--- src/rtl/iic_slave_regs.sv ---
// iic_slave_regs: I2C target at SLAVE_ADDR fronting an 8-bit register file with an auto-incrementing pointer.
module iic_slave_regs #(
    parameter logic [6:0] SLAVE_ADDR  = 7'h76,
    parameter int         REG_ADDR_W  = 6,
    parameter int         SYNC_STAGES = 2
) (
    input  logic                  Clk,
    input  logic                  Reset_n,
    input  logic                  SCL_in,
    input  logic                  SDA_in,
    output logic                  SDA_oe,
    output logic                  Reg_wr,
    output logic [REG_ADDR_W-1:0] Reg_addr,
    output logic [7:0]            Reg_wdata,
    input  logic [REG_ADDR_W-1:0] Rd_addr,
    output logic [7:0]            Rd_data,
    output logic                  Busy
);
    typedef enum logic [3:0] {
        IDLE, ADDR, ADDR_ACK, REG, REG_ACK, WDATA, WDATA_ACK, RDATA, RDATA_ACK, IGNORE
    } state_t;
    localparam logic [REG_ADDR_W-1:0] PTR_ONE = 1;
    state_t                 state, state_n;
    logic [SYNC_STAGES-1:0] scl_sync, sda_sync;
    logic                   scl, sda, scl_d, sda_d, rise, fall, start, stop;
    logic [3:0]             cnt, cnt_n;
    logic [7:0]             sh, sh_n, byte_in, rd_byte, wdata_n;
    logic [REG_ADDR_W-1:0]  ptr, ptr_n, addr_n;
    logic                   oe_n, pend, pend_n;
    logic [7:0]             mem [1 << REG_ADDR_W];

    assign scl     = scl_sync[SYNC_STAGES-1];
    assign sda     = sda_sync[SYNC_STAGES-1];
    assign rise    = scl & ~scl_d;
    assign fall    = ~scl & scl_d;
    assign start   = scl & scl_d & sda_d & ~sda;
    assign stop    = scl & scl_d & ~sda_d & sda;
    assign byte_in = {sh[6:0], sda};
    assign rd_byte = mem[ptr];
    assign Rd_data = mem[Rd_addr];
    assign Busy    = (state != IDLE) && (state != IGNORE);

    // Synchronizers reset to the idle-bus level so reset release cannot fake a START
    always_ff @(posedge Clk) begin
        if (!Reset_n) begin
            scl_sync <= '1;
            sda_sync <= '1;
            scl_d    <= 1'b1;
            sda_d    <= 1'b1;
        end else begin
            scl_sync <= {scl_sync[SYNC_STAGES-2:0], SCL_in};
            sda_sync <= {sda_sync[SYNC_STAGES-2:0], SDA_in};
            scl_d    <= scl;
            sda_d    <= sda;
        end
    end

    always_ff @(posedge Clk) begin
        if (!Reset_n) begin
            state     <= IDLE;
            cnt       <= '0;
            sh        <= '0;
            ptr       <= '0;
            SDA_oe    <= 1'b0;
            pend      <= 1'b0;
            Reg_wr    <= 1'b0;
            Reg_addr  <= '0;
            Reg_wdata <= '0;
        end else begin
            state     <= state_n;
            cnt       <= cnt_n;
            sh        <= sh_n;
            ptr       <= ptr_n;
            SDA_oe    <= oe_n;
            pend      <= pend_n;
            Reg_wr    <= pend;
            Reg_addr  <= addr_n;
            Reg_wdata <= wdata_n;
        end
    end

    always_ff @(posedge Clk) begin
        if (!Reset_n) begin
            for (int i = 0; i < (1 << REG_ADDR_W); i++) mem[i] <= '0;
        end else if (Reg_wr) begin
            mem[Reg_addr] <= Reg_wdata;
        end
    end

    // ACK states: first SCL fall drives the ACK (SDA_oe=0 -> 1), the second releases it and moves on
    always_comb begin
        state_n = state;
        cnt_n   = cnt;
        sh_n    = sh;
        ptr_n   = ptr;
        oe_n    = SDA_oe;
        pend_n  = 1'b0;
        addr_n  = Reg_addr;
        wdata_n = Reg_wdata;
        if (start) begin
            state_n = ADDR;
            cnt_n   = '0;
            oe_n    = 1'b0;
        end else if (stop) begin
            state_n = IDLE;
            oe_n    = 1'b0;
        end else begin
            case (state)
                ADDR, REG, WDATA: if (rise) begin
                    sh_n  = byte_in;
                    cnt_n = cnt + 4'd1;
                    if (cnt == 4'd7) begin
                        state_n = state == ADDR ? ADDR_ACK : state == REG ? REG_ACK : WDATA_ACK;
                        if (state == REG) ptr_n = byte_in[REG_ADDR_W-1:0];
                        if (state == WDATA) begin
                            pend_n  = 1'b1;
                            addr_n  = ptr;
                            wdata_n = byte_in;
                            ptr_n   = ptr + PTR_ONE;
                        end
                    end
                end
                ADDR_ACK, REG_ACK, WDATA_ACK: if (fall) begin
                    if (!SDA_oe) begin
                        if (state == ADDR_ACK && sh[7:1] != SLAVE_ADDR) state_n = IGNORE;
                        else oe_n = 1'b1;
                    end else begin
                        oe_n  = 1'b0;
                        cnt_n = '0;
                        if (state == ADDR_ACK && sh[0]) begin
                            state_n = RDATA;
                            sh_n    = rd_byte;
                            oe_n    = ~rd_byte[7];
                        end else begin
                            state_n = state == ADDR_ACK ? REG : WDATA;
                        end
                    end
                end
                RDATA: if (rise) begin
                    cnt_n = cnt + 4'd1;
                end else if (fall) begin
                    if (cnt == 4'd8) begin
                        oe_n    = 1'b0;
                        cnt_n   = '0;
                        state_n = RDATA_ACK;
                    end else begin
                        oe_n = ~sh[6];
                        sh_n = {sh[6:0], 1'b0};
                    end
                end
                RDATA_ACK: if (rise) begin
                    if (sda) begin
                        state_n = IGNORE;
                    end else begin
                        cnt_n = 4'd1;
                        ptr_n = ptr + PTR_ONE;
                    end
                end else if (fall && cnt == 4'd1) begin
                    state_n = RDATA;
                    cnt_n   = '0;
                    sh_n    = rd_byte;
                    oe_n    = ~rd_byte[7];
                end
                default: ;
            endcase
        end
    end
endmodule
--- config.mk ---
export PLATFORM = sky130hd
export DESIGN_NAME = iic_slave_regs
export DESIGN_NICKNAME = d
export VERILOG_FILES = /design/src/rtl/iic_slave_regs.sv
export SDC_FILE = /design/constraint.sdc
export NUM_CORES = 1
export LEC_CHECK = 0
export ABC_AREA = 1
export BUFFER_PORTS_ARGS = -buffer_cell sky130_fd_sc_hd__buf_2
export CAP_MARGIN = 0
export CORE_MARGIN = 1.5
export CORE_UTILIZATION = 44
export DETAILED_ROUTE_END_ITERATION = 7
export GPL_ROUTABILITY_DRIVEN = 0
export HOLD_SLACK_MARGIN = 0.02
export SLEW_MARGIN = 20
export SYNTH_ARGS = -nofsm -noshare
export SYNTH_HDL_FRONTEND = slang
export SYNTH_SLANG_ARGS = --single-unit
--- constraint.sdc ---
create_clock -name Clk -period 2.76 [get_ports Clk]
set_input_delay 0.138 -clock Clk [delete_from_list [all_inputs] [get_ports Clk]]
set_output_delay 0.138 -clock Clk [all_outputs]
set_load 0.005 [all_outputs]
* Word level (Yosys, flattened, before mapping)
Memories as Yosys holds them, arrays and structs flattened. A register that Yosys moved wholly into a read port is not among the register bits.
Cells that the tools add are included.
** Word-level totals
- Memories kept :: 1
- Output and inout bits :: 25
- Memory bits (writable) :: 512
- Word-level logic and storage cells :: 165
- Bits in registers :: 45
- Input port bits :: 10
** Memories
- mem :: words 64, bits a word 8, read ports 2, clocked after Yosys merged registers in 1, write ports 64, line 30 : logic [7:0] mem [1 << REG_ADDR_W];
** Operators by class
- Bitwise operators :: 19
- Reduce and logical (&&, ||, !) cells :: 22
- $add $sub $neg :: 2
- Equal/unequal tests :: 42
- Muxes and demuxes :: 65
** Operators by type and width (number)
- 4-bit two-way mux :: 20
- 8-bit two-way mux :: 10
- 6-bit two-way mux :: 9
- 4-bit case mux with 4 select lines :: 2
- 8-bit case mux with 4 select lines :: 1
- 4-bit inequality test (second input constant) :: 7
- 2-bit inequality test (second input constant) :: 13
- 3-bit inequality test (second input constant) :: 7
- 4-bit by 3-bit equality test with 1-bit output (second input constant) :: 5
- 10-bit AND reduction :: 2
- 1-bit two-way mux :: 17
- 5-bit inequality test (second input constant) :: 3
- 1-bit inverter :: 12
- 6-bit case mux with 2 select lines :: 1
- 12-bit AND reduction :: 1
- 6-bit AND reduction :: 2
- 3-bit two-way mux :: 3
- 9-bit AND reduction :: 1
- 3-bit OR reduction :: 3
- 4-bit by 1-bit equality test with 1-bit output (second input constant) :: 2
- 4-bit by 2-bit equality test with 1-bit output (second input constant) :: 2
- 4-bit equality test (second input constant) :: 2
- 8-bit AND reduction :: 1
- 4-bit nonzero test :: 2
- other kinds (13) :: 22

* Logic depth before layout (Yosys ltp)
- Word-level depth :: 8
- Gate-level depth with buffers :: 14
- Mapped depth without buffers :: 13

* Worst setup path before layout
OpenSTA, ideal clock, no wires.
- Kind :: register -> register
- Start :: register Reg_addr[0]
- End :: memory mem[53][0] (enable)
- Required time :: 2.431 ns
- Path slack :: 0.768 ns
- Setup time :: 0.329 ns
- Path buffers :: 1
- Period minus slack after synthesis :: 1.992 ns
- Cell stages (with the launch flop) :: 6
- Arrival :: 1.663 ns
- Cell sequence :: dfxtp_1 > buf_6 > inv_1 > nor4_4 > nand2_2 > nand2_1
** RTL lines
- from (decl) :: line 13 : output logic [REG_ADDR_W-1:0] Reg_addr,
- from (signal assigned) :: line 77 : Reg_addr <= addr_n;
- to (decl) :: line 30

==> out/metrics.csv <==
metric,value,unit
clk sinks,563,
hpwl dp,70000,um
Pwr per Cell Area,657,mW/mm^2
worst path required time,2.62,ns
PortBufs,34,
Synth Flop Type,edfxtp_1,
worst-skew pair later-pin latency,0.64,ns
Inserted Clock Buffers,60,
Rel. slew slack,0.421,
R2R depth,4,
DR vias,27787,
Clock Path Buffers,3,
die height,267,um
syn_nets,3783,
Worst Hold Depth,3,
pin count of the biggest net entering global routing,119,
Reg2Reg Setup Slack,0.34,ns
"commonest cells after routing, fill and taps aside","nand2_1 (904), nor2_1 (818), edfxtp_1 (512)",
Synth Instances,3766,
initial antenna violation count,0,
final clock skew,0.00997,ns
Worst Max-Slew Pin Slew,0.869,ns
final hold vios,0,
GRT Total Usage,0.304,
"Slew Viols, Final",0,
I/O pin count,35,
Most Crowded Layer GR,met2,
"commonest non-fill, non-tap cell in the layout",nand2_1,
RSZ-0062 raised after global routing,no,
FP Rows,96,
CTS resizes,0,
H-tree levels,2,
yosys warns,0,
Worst Hold End,scl_d,
vias in the first global route,25717,
GR Util met2,0.470,
remaining global-route overflow,0,
post-route ant nets,0,
CTS tree,done,
kind of critical path,flip-flop to output pin,
routing usage on met1,0.417,
Clock Tree Root,clkbuf_16,
n_diodes,0,
CP Launch Type,flip-flop,
share of post-route cells with drive strength above 1,0.0940,
die area,0.0712,mm^2
P_leak,12.3,nW
RR Startpoint,Reg_addr[0],
Netlist cell types,39,
Max Fclk,369,MHz
DRT iter0 DRCs,4025,
first-pass GRT wire length,163000,um
vias per inst,5.93,
Hold WC Path Type,primary input to flip-flop,
Starting Density,0.446,
VDD IR-drop max,0.527,mV
Core Area,0.0687,mm^2
drt total wl,110000,um
DRT Pass-1 Iters,6,
total power,22.4,mW
#FFs+latches synth,563,
Max Fanout on Critical Path,2,
post-DR wirelength/cell,23.4,um
area grow syn2layout,11.5,%
DRC viols,0,
Fillers,6574,
setup TNS,0,ns
Post-synth EDFFs,512,
WP data arrival,2.57,ns
syn_area_per_cell,8.14,um^2
RR Endpoint,mem[39][4],
final setup vio count,0,
Final min period,2.71,ns
status,finished clean,
met3 usage,0.0479,
hold_sp,Reset_n,
DIE WIDTH,267,um
"Cell Area, Synth",0.0306,mm^2
Post-synth ARST share,0,
fin crit share,0.982,
Clock transition at path regs,0.06,ns
nets,3722,
sequential element share of the synthesized area,0.535,
Max-Cap Viols,0,
type of destination of the critical path,output pin,
-- flip-flops by register name, indices dropped and copies added (netlist names), named ones only --
register   cells
Reg_addr       6
Reg_wdata      8
Reg_wr         1
SDA_oe         1
cnt            4
mem          512
pend           1
ptr            6
scl_d          1
scl_sync       2
sda_d          1
sda_sync       2
sh             8
state          4
-- cells in the mapped netlist, drive strengths merged (4+ instances only) --
cell / n / share of area
o22ai: 113 / 0.023
a21oi: 53 / 0.0087
xor2: 4 / 0.0011
o21ai: 337 / 0.055
nand2: 957 / 0.12
nand4: 7 / 0.0014
ha: 7 / 0.0029
edfxtp: 512 / 0.50
inv: 75 / 0.0092
o221ai: 17 / 0.0049
dfxtp: 51 / 0.033
clkbuf: 159 / 0.019
or2: 5 / 0.0010
nor2: 823 / 0.10
buf: 126 / 0.023
o211ai: 20 / 0.0049
nor3: 13 / 0.0035
nand3: 472 / 0.077
nor4: 6 / 0.0042
a211oi: 4 / 0.00098
-- worst max-delay path by stage --
stage                     start  slack, ns          to
global route          mem[5][1]      0.009  Rd_data[1]
detailed placement  Reg_addr[0]       0.37  mem[39][5]
global placement     Rd_addr[0]       0.44  Rd_data[1]
finish                mem[5][1]       0.05  Rd_data[1]
floorplan           Reg_addr[0]       0.77  mem[53][0]
CTS                   mem[5][1]       0.14  Rd_data[1]
-- cells by family after synthesis --
family / count (synthesis) / synth area share
simple gates: 2285 / 0.311
xor+xnor: 5 / 0.00143
flops: 563 / 0.535
buf+inv: 360 / 0.0515
compound gates: 546 / 0.0981
fa+ha+maj: 7 / 0.00286
-- where the power goes --
| group | switching [mW] | internal [mW] |
|---|---|---|
| clock network | 3.59 | 4.92 |
| registers | 0.377 | 9.77 |
| logic | 2.66 | 1.13 |
-- metrics by stage --
stage                     area (um^2)  hold WS (ns)  setup slack, ns  instances  utilization
final                           34200        0.0352           0.0491       4685        0.497
after floorplan                 30600         0.245            0.768       3766            -
after CTS                       34200        0.0278            0.135       4685        0.497
after detailed placement        32100         0.326            0.373       4572        0.467
after global routing            34200        0.0608          0.00890       4685        0.497
after global placement          32100         0.325            0.444       4572        0.467
-- routing by layer --
metal / vias to the layer above / wire length [um]
li1: 12677 / -
met1: 13104 / 44100
met2: 1668 / 48500
met3: 338 / 11000
met4: 0 / 5960
met5: - / 0
-- repair_timing --
action	in CTS	in global routing
hold buffers	2	0
setup buffers	0	0
setup endpoints to repair	0	0
hold endpoints to repair	2	0
-- cell type report --
type	count	area [um^2]	area share
timing repair buffer	162	1590	0.0465
inverter	75	298	0.00872
clock buffer	67	1570	0.0460
clock inverter	44	464	0.0136
tap	931	1160	0.0341
sequential	563	16400	0.480
multi-input combinational	2843	12700	0.371
-- worst max-delay path, stage by stage, from the launching register on --
cell and delay (ns):
edfxtp_1 0.39, o21ai_0 0.23, buf_4 0.15, o22ai_1 0.05, o21ai_0 0.18, inv_1 0.05
o21ai_0 0.20, nand3_1 0.14, nand3_1 0.21, nand2_1 0.16, buf_2 0.16
Note: power is estimated with default switching activity, not from simulation.
